**src/rtl/mem_port_sched.sv**
```systemverilog
// mem_port_sched: round-robin scheduler for one fixed-latency data-memory port, one access in flight.
// Optional build macro MEM_SCHED_STORE_PRIO_EN: any valid store wins arbitration over all loads.
module mem_port_sched #(
  parameter int NREQ      = 2,
  parameter int WIDTH_MEM = 4,
  parameter int WIDTH_REG = 5,
  parameter int LAT       = 2
) (
  input  logic                      i_clk,
  input  logic                      i_rst,
  input  logic [NREQ-1:0]           i_req_val,
  input  logic [NREQ-1:0]           i_req_we,
  input  logic [NREQ*WIDTH_MEM-1:0] i_req_addr,
  input  logic [NREQ*32-1:0]        i_req_wdata,
  input  logic [NREQ*2-1:0]         i_req_size,
  input  logic [NREQ*WIDTH_REG-1:0] i_req_tag,
  output logic [NREQ-1:0]           o_req_rdy,
  output logic                      o_mem_en,
  output logic                      o_mem_we,
  output logic [WIDTH_MEM-1:0]      o_mem_addr,
  output logic [31:0]               o_mem_wdata,
  output logic [1:0]                o_mem_size,
  input  logic [31:0]               i_mem_rdata,
  output logic                      o_rsp_val,
  output logic [WIDTH_REG-1:0]      o_rsp_tag,
  output logic [31:0]               o_rsp_data,
  output logic [$clog2(NREQ)-1:0]   o_rsp_src,
  input  logic                      i_rsp_rdy,
  input  logic                      i_kill
);
  localparam int SW = $clog2(NREQ);
  localparam int CW = $clog2(LAT+1);

  typedef enum logic [1:0] {S_IDLE, S_CMD, S_WAIT, S_RESP} state_t;

  typedef struct packed {
    logic                 we;
    logic [WIDTH_MEM-1:0] addr;
    logic [31:0]          wdata;
    logic [1:0]           size;
    logic [WIDTH_REG-1:0] tag;
    logic [SW-1:0]        src;
  } cmd_t;

  logic [NREQ-1:0][WIDTH_MEM-1:0] req_addr;
  logic [NREQ-1:0][31:0]          req_wdata;
  logic [NREQ-1:0][1:0]           req_size;
  logic [NREQ-1:0][WIDTH_REG-1:0] req_tag;

  assign req_addr  = i_req_addr;
  assign req_wdata = i_req_wdata;
  assign req_size  = i_req_size;
  assign req_tag   = i_req_tag;

  state_t               state, nxt;
  cmd_t                 cmd;
  logic [SW-1:0]        rr, rr_nxt, gnt_idx;
  logic [NREQ-1:0]      gnt;
  logic [CW-1:0]        cnt;
  logic                 killed, accept, last_wait;
  logic [31:0]          ld_data, rsp_data;
  logic [WIDTH_REG-1:0] rsp_tag;
  logic [SW-1:0]        rsp_src;

  // first set bit of m at or after p, wrapping; descending scan lets the nearest one win
  function automatic logic [NREQ-1:0] rr_pick(input logic [NREQ-1:0] m, input logic [SW-1:0] p);
    logic [NREQ-1:0] g;
    int idx;
    g = '0;
    for (int i = NREQ-1; i >= 0; i--) begin
      idx = (int'(p) + i) % NREQ;
      if (m[idx]) begin
        g      = '0;
        g[idx] = 1'b1;
      end
    end
    return g;
  endfunction

  always_comb begin
`ifdef MEM_SCHED_STORE_PRIO_EN
    if (|(i_req_val & i_req_we)) gnt = rr_pick(i_req_val & i_req_we, rr);
    else                         gnt = rr_pick(i_req_val, rr);
`else
    gnt = rr_pick(i_req_val, rr);
`endif
  end

  always_comb begin
    gnt_idx = '0;
    for (int i = 0; i < NREQ; i++)
      if (gnt[i]) gnt_idx = SW'(i);
  end

  assign rr_nxt    = (gnt_idx == SW'(NREQ-1)) ? '0 : gnt_idx + SW'(1);
  assign accept    = (state == S_IDLE) && |(i_req_val & gnt) && !i_rst;
  assign last_wait = (cnt == CW'(1));

  always_comb begin
    case (cmd.size)
      2'd0:    ld_data = {24'b0, i_mem_rdata[7:0]};
      2'd1:    ld_data = {16'b0, i_mem_rdata[15:0]};
      default: ld_data = i_mem_rdata;
    endcase
  end

  always_ff @(posedge i_clk) begin
    if (i_rst) state <= S_IDLE;
    else       state <= nxt;
  end

  always_comb begin
    nxt       = state;
    o_req_rdy = '0;
    case (state)
      S_IDLE: begin
        o_req_rdy = i_rst ? '0 : gnt;
        if (accept) nxt = S_CMD;
      end
      S_CMD:  nxt = S_WAIT;
      S_WAIT: if (last_wait) nxt = (cmd.we || killed || i_kill) ? S_IDLE : S_RESP;
      S_RESP: if (i_kill || i_rsp_rdy) nxt = S_IDLE;
      default: nxt = S_IDLE;
    endcase
  end

  always_ff @(posedge i_clk) begin
    if (i_rst) begin
      rr       <= '0;
      cmd      <= '0;
      cnt      <= '0;
      killed   <= 1'b0;
      rsp_data <= '0;
      rsp_tag  <= '0;
      rsp_src  <= '0;
    end else begin
      case (state)
        S_IDLE: if (accept) begin
          rr     <= rr_nxt;
          cmd    <= '{we: i_req_we[gnt_idx], addr: req_addr[gnt_idx], wdata: req_wdata[gnt_idx],
                      size: req_size[gnt_idx], tag: req_tag[gnt_idx], src: gnt_idx};
          killed <= 1'b0;
        end
        S_CMD: begin
          cnt <= CW'(LAT);
          if (i_kill && !cmd.we) killed <= 1'b1;
        end
        S_WAIT: begin
          cnt <= cnt - CW'(1);
          // a kill only matters for loads; the memory access itself always completes
          if (i_kill && !cmd.we) killed <= 1'b1;
          if (last_wait) begin
            rsp_data <= ld_data;
            rsp_tag  <= cmd.tag;
            rsp_src  <= cmd.src;
          end
        end
        default: ;
      endcase
    end
  end

  assign o_mem_en    = (state == S_CMD);
  assign o_mem_we    = o_mem_en & cmd.we;
  assign o_mem_addr  = cmd.addr;
  assign o_mem_wdata = cmd.wdata;
  assign o_mem_size  = cmd.size;
  assign o_rsp_val   = (state == S_RESP);
  assign o_rsp_tag   = rsp_tag;
  assign o_rsp_data  = rsp_data;
  assign o_rsp_src   = rsp_src;

endmodule

```
**config.mk**
```make
export PLATFORM = sky130hd
export DESIGN_NAME = mem_port_sched
export DESIGN_NICKNAME = d
export VERILOG_FILES = /design/src/rtl/mem_port_sched.sv
export SDC_FILE = /design/constraint.sdc
export NUM_CORES = 1
export LEC_CHECK = 0
export ABC_AREA = 0
export BUFFER_PORTS_ARGS = -buffer_cell sky130_fd_sc_hd__buf_2
export CORE_UTILIZATION = 48
export DETAILED_ROUTE_END_ITERATION = 10
export PLACE_DENSITY = 0.86
export REMOVE_ABC_BUFFERS = 1
export SLEW_MARGIN = 0
export SYNTH_ARGS = -nofsm -noshare
export SYNTH_HDL_FRONTEND = slang
export SYNTH_SLANG_ARGS = --single-unit
export TNS_END_PERCENT = 5
```
**constraint.sdc**
```tcl
create_clock -name i_clk -period 3.9 [get_ports i_clk]
set_clock_uncertainty 0.2 [all_clocks]
set_input_delay 0.195 -clock i_clk [delete_from_list [all_inputs] [get_ports i_clk]]
set_output_delay 0.195 -clock i_clk [all_outputs]
set_load 0.01 [all_outputs]
```
==> results.yml <==
cts:
  clockBufferDepth: 2
  clk_pin_slew_worst_paths_ns: 0.10
  cts_setup_buffers: 0
  htreeDepth: 3
  cts_hold_repair.buffers: 120
  cts_resized: 0
  insertion_delay_ns: 0.35
  cts_buffers: 9
  cts.sinks: 89
  root_buffer: "clkbuf_8"
  cts_tree: "done"
logic_synthesis:
  yosys_register_bits: 89
  yosysWarnings: 0
  syn_area_per_cell_um2: 8.32
  synth_area_leaders: "dfxtp_1, a22oi_1, a21oi_1"
  netlist_instances: 448
  yosys.area.top_type: "dfxtp_1"
  synth_top_area_frac: 0.478
  ys_seq_area_frac: 0.478
  syn_area_um2: 3730
  synth_cell_types: 25
critical_path:
  worstPathCellList: "inv_1, ha_1, nor2b_2, and3_1, buf_4, a22oi_1, dlygate4sd3_1, a21oi_1"
  path_max_fanout: 28
  crit_arrival_ns: 3.41
  crit_type: "register to register"
  end_kind: "register"
  slowest_stage: "dlygate4sd3_1"
  slowest_delay_ns: 0.68
  crit_required_ns: 3.97
  critPathLaunchType: "register"
finish:
  drive_gt1_frac: 0.316
  fillers: 442
  area_growth_pct: 60.2
  mostFrequentLayoutCell: "buf_2"
  n_antenna_cell: 0
  final_util: 0.810
  fin_nets: 851
  layout_common_cells: "buf_2, dlygate4sd3_1, nand2_1, dfxtp_1, a21oi_1"
run_status:
  status: "finished clean"
detailed_routing:
  vias: 4494
  drt_pass1_iterations: 6
  ant_nets: 0
  wl_um: 13900
  wl_per_cell_um: 16.8
  drcViolationCount: 0
  drtIter0Drc: 263
  viasPerCell: 5.46
timing:
  tns_ns: 0
  rsz0062_at_grt: "no"
  tightest_slew_ns: 1.08
  fmax_ghz: 0.299
  finalHoldViolCount: 0
  setup_viol: 0
  period_minus_slack_ns: 3.34
  slew_viol_final: 0
  slew_headroom: 0.275
  fin_crit_sh: 0.857
floorplan:
  initial_core_util: 0.506
  die_w_um: 90.1
  fp.dieH_um: 90.1
  core_area_um2: 7370
  pin_count: 207
  die_area_um2: 8120
  rows: 31
place:
  dpl.hpwl_um: 6920
  io_buffers: 206
  gp_congestion: 0.780
global_route:
  grt_overflow_total: 0
  antenna_found_initial: 0
  first_global_vias: 4578
  grt_first_pass_wirelength_um: 21600
  grt_max_degree: 91
  grtUsageTotal: 0.332
job:
  maxCapViolCount: 0
pwr:
  leakagePower_nw: 2.58
  pwr_density_cell_nw_per_um2: 463
  vdd_drop_max_mv: 0.269
  finalPower_w: 0.00277
hold_path:
  worstHoldPathType: "primary input to register"
[worst paths after layout]
kind,start,to,slack [ns],depth (start not counted)
worst min register to register,cmd[3],o_rsp_tag[2],0.25,2
worst min-delay path,i_kill,state[1],0.02,4
worst max register to register,state[1],o_mem_wdata[18],0.56,8
worst max-delay path,state[1],o_mem_wdata[18],0.56,8
[sequential cells by signal, indices dropped and copies added (netlist names)]
name	cells
o_rsp_src	1
o_mem_wdata	32
o_mem_addr	4
cnt	2
o_rsp_tag	5
state	2
o_mem_size	2
killed	1
cmd	7
o_rsp_data	32
rr	1
[cell families (layout without fill, tap and decap cells)]
family | after synthesis | count (layout) | share of synthesized area
simple gates | 140 | 140 | 0.156
fa+ha+maj | 6 | 6 | 0.0201
compound gates | 137 | 137 | 0.226
flops | 89 | 89 | 0.478
buf+inv | 76 | 352 | 0.121
[per-layer routing]
metal | up-vias | wire length (um) | global-route usage
met5 | - | 0 | 0
met4 | 0 | 745 | 0.196
met3 | 75 | 1020 | 0.0575
met2 | 301 | 7150 | 0.615
met1 | 2067 | 4940 | 0.350
li1 | 2051 | - | -
[cell type report]
cell class	count	area, um^2	share of cell area
timing repair buffer	331	2270	0.380
clock inverter	7	146	0.0245
tap	99	124	0.0207
clock buffer	9	124	0.0207
inverter	5	18.8	0.00314
sequential	89	1780	0.298
multi-input combinational	283	1510	0.252
[metrics by stage]
stage | hold slack, ns | setup slack, ns | std cells | instance area, um^2
after global placement | 0.230 | 1.49 | 687 | 4500
after floorplan | 0.0641 | 1.55 | 377 | 3300
after detailed placement | 0.241 | 1.36 | 687 | 4500
final | 0.0192 | 0.556 | 823 | 5970
after global routing | 0.0373 | 0.389 | 823 | 5970
after CTS | 0.00870 | 0.744 | 823 | 5970
[power breakdown]
part           switching (W)  internal (W)  total (W)  leakage [nW]
clock               0.000344      0.000497   0.000841         0.135
combinational       0.000428      0.000410   0.000838          1.72
sequential         0.0000744       0.00101    0.00109         0.723
[critical path, delay by kind of cell, from the launching register on]
| kind | cells | cell delay, ns |
|---|---|---|
| AOI/OAI and AO/OA | 2 | 0.33 |
| adders and majority gates | 1 | 0.22 |
| buffers and inverters | 3 | 1.26 |
| DFF | 1 | 0.36 |
| and+or+nand+nor | 2 | 0.89 |
[cells in the mapped netlist]
master,instances
o21ai_1,1
and2_1,2
a311oi_1,1
a21oi_1,75
a222oi_1,1
dfxtp_1,89
o21bai_1,3
o22ai_1,1
nor2_1,18
ha_1,6
nor2b_1,1
a211oi_1,4
nand2b_1,3
nand3_1,17
nor2b_2,1
nor4b_1,1
nand3b_1,1
buf_6,1
and3_1,2
inv_1,5
clkbuf_1,21
a22oi_1,51
buf_4,38
buf_2,11
nand2_1,94
Power figures use the tool's default switching activity.
